**src/rtl/matmul_stream_host_pkg.sv**
```systemverilog
// matmul_pkg: dimensions, matrix type and host FSM states shared with the matmul array.
package matmul_pkg;
  localparam int N = 4;
  localparam int W = 8;
  typedef logic [0:N-1][0:N-1][W-1:0] mat_t;
  typedef enum logic [1:0] {LOAD_A, LOAD_B, RUN, DRAIN} state_t;
endpackage

```
**src/rtl/matmul_stream_host_if.sv**
```systemverilog
// matmul_stream_host_if: element input stream and result output stream.
interface matmul_stream_host_if #(parameter int W = matmul_pkg::W);
  logic in_valid, in_ready, out_valid, out_ready, out_last;
  logic [W-1:0] in_data, out_data;
  modport slave(input in_valid, in_data, out_ready, output in_ready, out_valid, out_data, out_last);
  modport master(output in_valid, in_data, out_ready, input in_ready, out_valid, out_data, out_last);
endinterface

```
**src/rtl/matmul_stream_host_counter.sv**
```systemverilog
// mat_elem_counter: row-major element index shared by loads and drain, wrapping after the last element.
module mat_elem_counter #(
  parameter int NN = 16,
  localparam int IW = $clog2(NN)
) (
  input  logic          clock,
  input  logic          reset,
  input  logic          inc,
  output logic [IW-1:0] idx,
  output logic          last
);
  assign last = idx == IW'(NN - 1);
  always_ff @(posedge clock)
    if (reset) idx <= '0;
    else if (inc) idx <= last ? '0 : idx + 1'b1;
endmodule

```
**src/rtl/matmul_stream_host.sv**
```systemverilog
// matmul_stream_host: streams A and B into a matmul array, runs it with a timeout, streams the result out.
module matmul_stream_host
  import matmul_pkg::*;
#(
  parameter int N = matmul_pkg::N,
  parameter int W = matmul_pkg::W,
  parameter int TIMEOUT = 64
) (
  input  logic                             clock,
  input  logic                             reset,
  matmul_stream_host_if.slave              s,
  output logic                             mm_reset,
  output logic [0:N-1][0:N-1][W-1:0]       mm_a,
  output logic [0:N-1][0:N-1][W-1:0]       mm_b,
  input  logic [0:N-1][0:N-1][W-1:0]       mm_c,
  input  logic                             mm_complete,
  output logic                             busy,
  output logic                             timeout_err
);
  localparam int NN = N * N;
  localparam int IW = $clog2(NN);
  localparam int RW = $clog2(N);
  localparam int CW = $clog2(TIMEOUT + 1);
  state_t state;
  logic [IW-1:0] idx, nidx;
  logic [RW-1:0] row, col, nrow, ncol;
  logic [CW-1:0] run_cnt;
  logic [0:N-1][0:N-1][W-1:0] result;
  logic last, in_xfer, out_xfer, completed, done;
  assign in_xfer = s.in_valid && s.in_ready;
  assign out_xfer = s.out_valid && s.out_ready;
  assign nidx = idx + 1'b1;
  assign row = RW'(idx / IW'(N));
  assign col = RW'(idx % IW'(N));
  assign nrow = RW'(nidx / IW'(N));
  assign ncol = RW'(nidx % IW'(N));
  // the array's complete flag is stale during the first RUN cycle, so it is only trusted afterwards
  assign completed = run_cnt != '0 && mm_complete;
  assign done = completed || run_cnt == CW'(TIMEOUT - 1);
  mat_elem_counter #(.NN(NN)) u_cnt (
    .clock(clock),
    .reset(reset),
    .inc(in_xfer || out_xfer),
    .idx(idx),
    .last(last)
  );
  always_ff @(posedge clock) begin
    if (reset) begin
      state <= LOAD_A;
      run_cnt <= '0;
      s.in_ready <= 1'b1;
      s.out_valid <= 1'b0;
      s.out_last <= 1'b0;
      s.out_data <= '0;
      mm_reset <= 1'b1;
      busy <= 1'b0;
      timeout_err <= 1'b0;
      mm_a <= '0;
      mm_b <= '0;
      result <= '0;
    end else begin
      case (state)
        LOAD_A: if (in_xfer) begin
          mm_a[row][col] <= s.in_data;
          if (last) state <= LOAD_B;
        end
        LOAD_B: if (in_xfer) begin
          mm_b[row][col] <= s.in_data;
          if (last) begin
            state <= RUN;
            s.in_ready <= 1'b0;
            mm_reset <= 1'b0;
            busy <= 1'b1;
            run_cnt <= '0;
          end
        end
        RUN: begin
          run_cnt <= run_cnt + 1'b1;
          if (done) begin
            state <= DRAIN;
            result <= mm_c;
            mm_reset <= 1'b1;
            busy <= 1'b0;
            s.out_valid <= 1'b1;
            s.out_data <= mm_c[0][0];
            s.out_last <= 1'b0;
            if (!completed) timeout_err <= 1'b1;
          end
        end
        DRAIN: if (out_xfer) begin
          if (last) begin
            state <= LOAD_A;
            s.out_valid <= 1'b0;
            s.out_last <= 1'b0;
            s.in_ready <= 1'b1;
          end else begin
            s.out_data <= result[nrow][ncol];
            s.out_last <= nidx == IW'(NN - 1);
          end
        end
      endcase
    end
  end
endmodule

```
**src/flat_wrapper.sv**
```systemverilog
// flat-port wrapper written by rule: the top's interface ports become plain ports
module matmul_stream_host_flat import matmul_pkg::*;
#(
  parameter int N = matmul_pkg::N,
  parameter int W = matmul_pkg::W,
  parameter int TIMEOUT = 64
)
  (clock, reset, mm_reset, mm_a, mm_b, mm_c, mm_complete, busy, timeout_err, s_in_valid, s_in_data, s_out_ready, s_in_ready, s_out_valid, s_out_data, s_out_last);
  matmul_stream_host_if #(.W(W)) s_i ();
  input  logic clock;
  input  logic reset;
  output logic mm_reset;
  output logic [0:N-1][0:N-1][W-1:0] mm_a;
  output logic [0:N-1][0:N-1][W-1:0] mm_b;
  input  logic [0:N-1][0:N-1][W-1:0] mm_c;
  input  logic mm_complete;
  output logic busy;
  output logic timeout_err;
  input wire logic [$bits(s_i.in_valid)-1:0] s_in_valid;
  input wire logic [$bits(s_i.in_data)-1:0] s_in_data;
  input wire logic [$bits(s_i.out_ready)-1:0] s_out_ready;
  output wire logic [$bits(s_i.in_ready)-1:0] s_in_ready;
  output wire logic [$bits(s_i.out_valid)-1:0] s_out_valid;
  output wire logic [$bits(s_i.out_data)-1:0] s_out_data;
  output wire logic [$bits(s_i.out_last)-1:0] s_out_last;
  assign s_i.in_valid = s_in_valid;
  assign s_i.in_data = s_in_data;
  assign s_i.out_ready = s_out_ready;
  assign s_in_ready = s_i.in_ready;
  assign s_out_valid = s_i.out_valid;
  assign s_out_data = s_i.out_data;
  assign s_out_last = s_i.out_last;
  matmul_stream_host #(.N(N), .W(W), .TIMEOUT(TIMEOUT)) u_core (.clock(clock), .reset(reset), .s(s_i), .mm_reset(mm_reset), .mm_a(mm_a), .mm_b(mm_b), .mm_c(mm_c), .mm_complete(mm_complete), .busy(busy), .timeout_err(timeout_err));
endmodule
```
**config.mk**
```make
export PLATFORM = sky130hd
export DESIGN_NAME = matmul_stream_host_flat
export DESIGN_NICKNAME = d
export VERILOG_FILES = /design/src/rtl/matmul_stream_host_pkg.sv /design/src/rtl/matmul_stream_host_if.sv /design/src/rtl/matmul_stream_host_counter.sv /design/src/rtl/matmul_stream_host.sv /design/src/flat_wrapper.sv
export SDC_FILE = /design/constraint.sdc
export NUM_CORES = 1
export LEC_CHECK = 0
export CORE_MARGIN = 1.5
export CORE_UTILIZATION = 50
export CTS_CLUSTER_DIAMETER = 200
export DETAILED_ROUTE_END_ITERATION = 8
export PLACE_DENSITY = 0.81
export SYNTH_ARGS = -nofsm -noshare
export SYNTH_HDL_FRONTEND = slang
export SYNTH_SLANG_ARGS = --single-unit
```
**constraint.sdc**
```tcl
create_clock -name clock -period 4.95 [get_ports clock]
set_input_delay 0.7425 -clock clock [delete_from_list [all_inputs] [get_ports clock]]
set_output_delay 0.7425 -clock clock [all_outputs]
set_load 0.01 [all_outputs]
```
# Word-level counts from Yosys, hierarchy flattened
# Cells that the tools add are included.
# totals
out_inout_bits	270
regBits	411
elab_cells	151
latch_bits	0
rom_bits	0
inputBits	141
mem_count	0
ramBits	0
# op_classes
n_div	0
addsub	2
shift	0
reduce_logical	23
n_mux	43
multipliers	0
n_bitwise	5
magnitude_cmp	6
n_eq_ne	14
# op_table
operator	count
$bwmux 128	2
$mux 32	3
$bmux 32 s2	1
$demux 32 s2	1
$mux 8	6
$bmux 8 s2	1
$demux 8 s2	1
$pmux 8 s2	1
$mux 2	7
$mux 7	2
$pmux 7 s2	1
$ge 3x3->1 const B	4
$not 2->3	4
$reduce_and 4->1	3
$mux 1	10
$pmux 1 s2	5
$reduce_and 3->1	3
$eq 4x4->1 const B	2
$ne 2x1->1 const B	4
$ne 2x2->1 const B	4
$pmux 2 s4	1
$add 7x1->7 const B	1
$eq 7x6->1 const B	1
$reduce_and 7->1	1
13 further kinds	24

# Depth between registers and ports, before layout
# depth
ltp_word	11
mapped_depth	10
depth_no_buf	7

# By module
# A second synthesis with hierarchy kept.
# hier_totals
cells_unflattened	1766
area_unflattened_um2	16141.7
# modules_own_cells
mod	area_per_inst_um2	n_inst	cells_each
matmul_stream_host	15965.3	1	1747
mat_elem_counter	176.4	1	19

# Worst setup path before layout
# Ideal clock, no wire load.
# synth_timing
path_type	reg2reg
start	register u_core.u_cnt.idx[0]
end	register u_core.s.out_data[5]
synth_period_minus_slack_ps	2294
path_stages_with_launch	10
setup_slack_ps	2656
arrival_time_ps	2158
cell_sequence	dfxtp_1 ha_1 buf_2 xor2_4 buf_6 nand3_2 clkbuf_1 or3_1 o311ai_0 o32ai_1
# synth_between
elab_chain_len	11
# synth_lines
item	line_no	rtl
from (decl)	matmul_stream_host_counter.sv:9	output logic [IW-1:0] idx,
from (signal assigned)	matmul_stream_host_counter.sv:15	else if (inc) idx <= last ? '0 : idx + 1'b1;
$add 4x1->4	matmul_stream_host.sv:32	assign nidx = idx + 1'b1;
$not 2->3 (not written as such)	matmul_stream_host.sv:97	s.out_data <= result[nrow][ncol];
$bmux 32 s2	matmul_stream_host.sv:97	
$mux 32 (not written as such) (2 in series)	matmul_stream_host.sv:97	
$bmux 8 s2	matmul_stream_host.sv:97	
$mux 8 (not written as such) (2 in series)	matmul_stream_host.sv:97	
$mux 8	matmul_stream_host.sv:91	if (last) begin
$mux 8	matmul_stream_host.sv:90	DRAIN: if (out_xfer) begin
$pmux 8 s2	matmul_stream_host.sv:62	case (state)
to (signal assigned)	matmul_stream_host.sv:85	s.out_data <= mm_c[0][0];
to (signal assigned)	matmul_stream_host.sv:97	
to (decl)	matmul_stream_host_if.sv:5	modport slave(input in_valid, in_data, out_ready, output in_ready, out_valid, out_data, out_last);
# Parallel ways exist; a longest one is shown, timed or not. The select of a mux whose other input is x is not followed.
# A chain may end at the register's enable or synchronous reset.

# Worst setup path in the final report
# layout_timing
start	register u_core.u_cnt.idx[0]
end	register u_core.s.out_data[0]
# The elaborated chain is that of the path after synthesis.

==> impl_metrics.toml <==
[global_routing]
first_global_vias = 14480
antenna_found_initial = 2
gr_usage_total = 0.3210
grt_remaining_overflow = 0
pin_count_of_the_biggest_net_entering_global_routing = 132
wire_length_of_the_first_global_routing_pass_um = 83880

[detailed_routing]
first_iter_violations = 1335
detailroute.via_count = 14730
wire_per_inst_um = 21.26
viasPerCell = 5.677
antenna_left = 0
firstDrtPassIters = 6
detail_route.drc_violations = 0
post_detailed_routing_wire_length_um = 55170

[clocking]
clock_latency_ps = 560
tritoncts_num_sinks = 411
cts-root-buf = "sky130_fd_sc_hd__clkbuf_16"
cts-buffers-inserted = 42
setup_repair_bufs_after_cts = 0
clk_pin_slew_worst_paths_ps = 60
clk_path_buf_depth = 3
cts.hold.buffers_added = 0
cts-resized-gates = 0
cts_tree = "done"
h-tree-depth = 2

[timing]
worst_slew_pin_slew_ps = 1054
timing.final.max_slew_violations = 0
layout_worst_path_cycle_share = 0.7120
worst_slew_margin_rel = 0.2949
setup_violations = 0
clock_tree_skew_after_final_layout_ps = 22.85
hold_viol_final = 0
timing.fmax_mhz = 283.8
final.min_clock_period_ps = 3524
timing.hold.ws_ps = 451.8
setup-tns-final_ps = 0
rsz0062_at_grt = "no"

[critical_path]
crit_arrival_ps = 3950
crit-reg2reg-launch = "u_core.u_cnt.idx[0]"
setup.worst_path.class = "reg2reg"
crit_path_max_fanout = 28
crit_path_max_incr_delay_ps = 790
timing.critical_path.from = "u_core.u_cnt.idx[0]"
slowest_stage = "sky130_fd_sc_hd__dfxtp_1"
crit_path_cell_trace = "ha_1, xor2_4, or3_1, nand2b_1, o221ai_1, o32ai_1"
worst_setup_path_start_kind = "flop"
worst_ep_required_time_ps = 5380
cp-end-kind = "flop"

[hold_path]
worst_hold_startpoint = "u_core.result[95]"
timing.hold.worst.class = "reg2reg"

[floorplan]
total_die_area_um2 = 33520
ios = 411
initial_utilization = 0.5112
die_x_um = 183.1
rows = 65
die_height_um = 183.1
core_area_um2 = 31720

[synth]
synth_fa_ha_area_frac = 0.007716
combinational_family_with_the_most_area_after_synthesis = "simple AND/OR/NAND/NOR gates"
synth_largest_type_area_fraction = 0.5074
yosysTopAreaCell = "sky130_fd_sc_hd__dfxtp_1"
yosys_register_bits = 411
synth-compound-area-share = 0.1264
synthesis.area_um2 = 16220
average_cell_area_after_synthesis_um2 = 8.876
syn-num-nets = 1978
synthXorXnorAreaFrac = 0.008025
synth-seq-area-share = 0.5074
yosys.area_share.simple = 0.1744
synth-warning-count = 0
yosys-mux-area-fraction = 0.1358
post_synth_inst_count = 1827
asyncSetResetFlopFracSynth = 0
yosys-top-cells-area = "sky130_fd_sc_hd__dfxtp_1 (51%), sky130_fd_sc_hd__mux2i_1 (12%), sky130_fd_sc_hd__nand2_1 (8.8%)"
ys_dominant_reg_cell = "sky130_fd_sc_hd__dfxtp_1"
synthDistinctLibCells = 51
edff_count_synth = 0

[run]
drv_cap = 0

[power]
power_density_nw_per_um2 = 331.8
totalPowerFinal_mw = 7.210
total_leakage_power_nw = 7.211
vdd.ir_drop.worst_mv = 0.3161

[layout]
syn_to_final_growth_pct = 34.00
post_route_cells_drive_above_1_share = 0.05523
num-nets-final = 2313
layout.core_utilization = 0.6851
nFillCells = 2409
post-route-cell-area_um2 = 21730

[place]
dp_hpwl_um = 37250
portBuffers = 410
place_congestion = 0.9470
dpl-instance-area_um2 = 20340

[outcome]
outcome = "finished, final reports clean"
cell families after synthesis:
kind of cell    after synthesis
simple gates                693
buf+inv                     143
mux                         210
fa+ha+maj                    10
flops                       411
xor+xnor                     11
compound gates              349
cell usage after synthesis, types with 2 or more instances:
library cell,count
sky130_fd_sc_hd__dfxtp_1,411
sky130_fd_sc_hd__nand2_1,379
sky130_fd_sc_hd__a21oi_1,214
sky130_fd_sc_hd__nor2_1,214
sky130_fd_sc_hd__mux2i_1,202
sky130_fd_sc_hd__clkbuf_1,98
sky130_fd_sc_hd__o21ai_0,54
sky130_fd_sc_hd__nand3_1,25
sky130_fd_sc_hd__buf_2,24
sky130_fd_sc_hd__nor2_2,24
sky130_fd_sc_hd__o32ai_1,16
sky130_fd_sc_hd__and3_1,13
sky130_fd_sc_hd__buf_6,10
sky130_fd_sc_hd__ha_1,10
sky130_fd_sc_hd__a21boi_0,9
sky130_fd_sc_hd__or3_1,9
sky130_fd_sc_hd__a211o_1,8
sky130_fd_sc_hd__inv_1,8
sky130_fd_sc_hd__mux4_2,8
sky130_fd_sc_hd__nor2b_1,8
sky130_fd_sc_hd__o32a_1,8
sky130_fd_sc_hd__o221ai_1,7
sky130_fd_sc_hd__o22a_1,7
sky130_fd_sc_hd__o311ai_0,7
sky130_fd_sc_hd__xor2_1,7
sky130_fd_sc_hd__nand2b_1,5
sky130_fd_sc_hd__nand4_1,4
sky130_fd_sc_hd__nor3_1,4
sky130_fd_sc_hd__and2_1,3
sky130_fd_sc_hd__buf_4,3
sky130_fd_sc_hd__o21a_1,3
sky130_fd_sc_hd__a21o_1,2
sky130_fd_sc_hd__nand3_2,2
sky130_fd_sc_hd__o21ai_4,2
sky130_fd_sc_hd__o22ai_1,2
sky130_fd_sc_hd__xnor2_2,2
metal layers:
| metal | share of wire | track usage |
|---|---|---|
| met1 | 0.38 | 0.3874 |
| met4 | 0.050 | 0.1495 |
| met2 | 0.46 | 0.5253 |
| met3 | 0.11 | 0.09710 |
| met5 | 0 | 0 |
worst paths after layout:
kind	endpoint	slack, ps	cells past startpoint
max	u_core.s.out_data[0]	1430	6
min	u_core.result[95]	450	2
max reg2reg	u_core.s.out_data[0]	1430	6
min reg2reg	u_core.result[95]	450	2
worst max-delay path: cells and delay by family (launching register included):
family          cells  cell delay, ps
flops               1             790
fa+ha+maj           1             540
compound gates      2             500
xor+xnor            1             780
simple gates        2             790
layout by cell type (no fill, tap or decap), types with 8 or more instances in the layout:
cell type,n
sky130_fd_sc_hd__mux4_2,8
sky130_fd_sc_hd__a21boi_0,9
sky130_fd_sc_hd__buf_4,15
sky130_fd_sc_hd__and3_1,13
sky130_fd_sc_hd__clkbuf_1,12
sky130_fd_sc_hd__o32a_1,8
sky130_fd_sc_hd__inv_1,8
sky130_fd_sc_hd__nor2_1,214
sky130_fd_sc_hd__dfxtp_1,411
sky130_fd_sc_hd__nand3_1,25
sky130_fd_sc_hd__a211o_1,8
sky130_fd_sc_hd__mux2i_1,202
sky130_fd_sc_hd__ha_1,10
sky130_fd_sc_hd__o32ai_1,16
sky130_fd_sc_hd__clkbuf_16,42
sky130_fd_sc_hd__nand2_1,379
sky130_fd_sc_hd__clkdlybuf4s50_1,408
sky130_fd_sc_hd__nor2_2,24
sky130_fd_sc_hd__or3_1,9
sky130_fd_sc_hd__a21oi_1,214
sky130_fd_sc_hd__nor2b_1,8
sky130_fd_sc_hd__o21ai_0,54
metrics by stage:
stage,cells,setup slack [ps]
6_report,2595,1426
5_1_grt,2595,1300
4_1_cts,2593,1537
3_5_place_dp,2520,1566
3_3_place_gp,2520,1739
2_1_floorplan,1827,2656
report_power, final:
| group | internal, mW | switching [mW] | leakage [nW] |
|---|---|---|---|
| clock network | 1.86 | 1.34 | 0.673 |
| logic | 0.268 | 0.365 | 3.23 |
| registers | 3.35 | 0.0303 | 3.31 |
| total | 5.48 | 1.73 | 7.21 |
final cells by class:
class / count / area (um^2) / share of cell area
antenna: 2 / 5.005 / 0.0002303
timing repair buffer: 426 / 4237 / 0.1950
sequential: 411 / 8228 / 0.3786
multi-input combinational: 1273 / 7342 / 0.3379
inverter: 8 / 30.03 / 0.001382
clock buffer: 59 / 1165 / 0.05361
tap: 402 / 503.0 / 0.02315
clock inverter: 14 / 220.2 / 0.01013
state kept, by name (all words and copies together) (netlist names):
name and flops:
u_core.busy 1, u_core.mm_a 128, u_core.mm_b 128, u_core.mm_reset 1, u_core.result 128, u_core.run_cnt 7, u_core.s.in_ready 1, u_core.s.out_data 8
u_core.s.out_last 1, u_core.s.out_valid 1, u_core.state 2, u_core.timeout_err 1, u_core.u_cnt.idx 4
No activity file was read; power rests on OpenSTA's default activity.
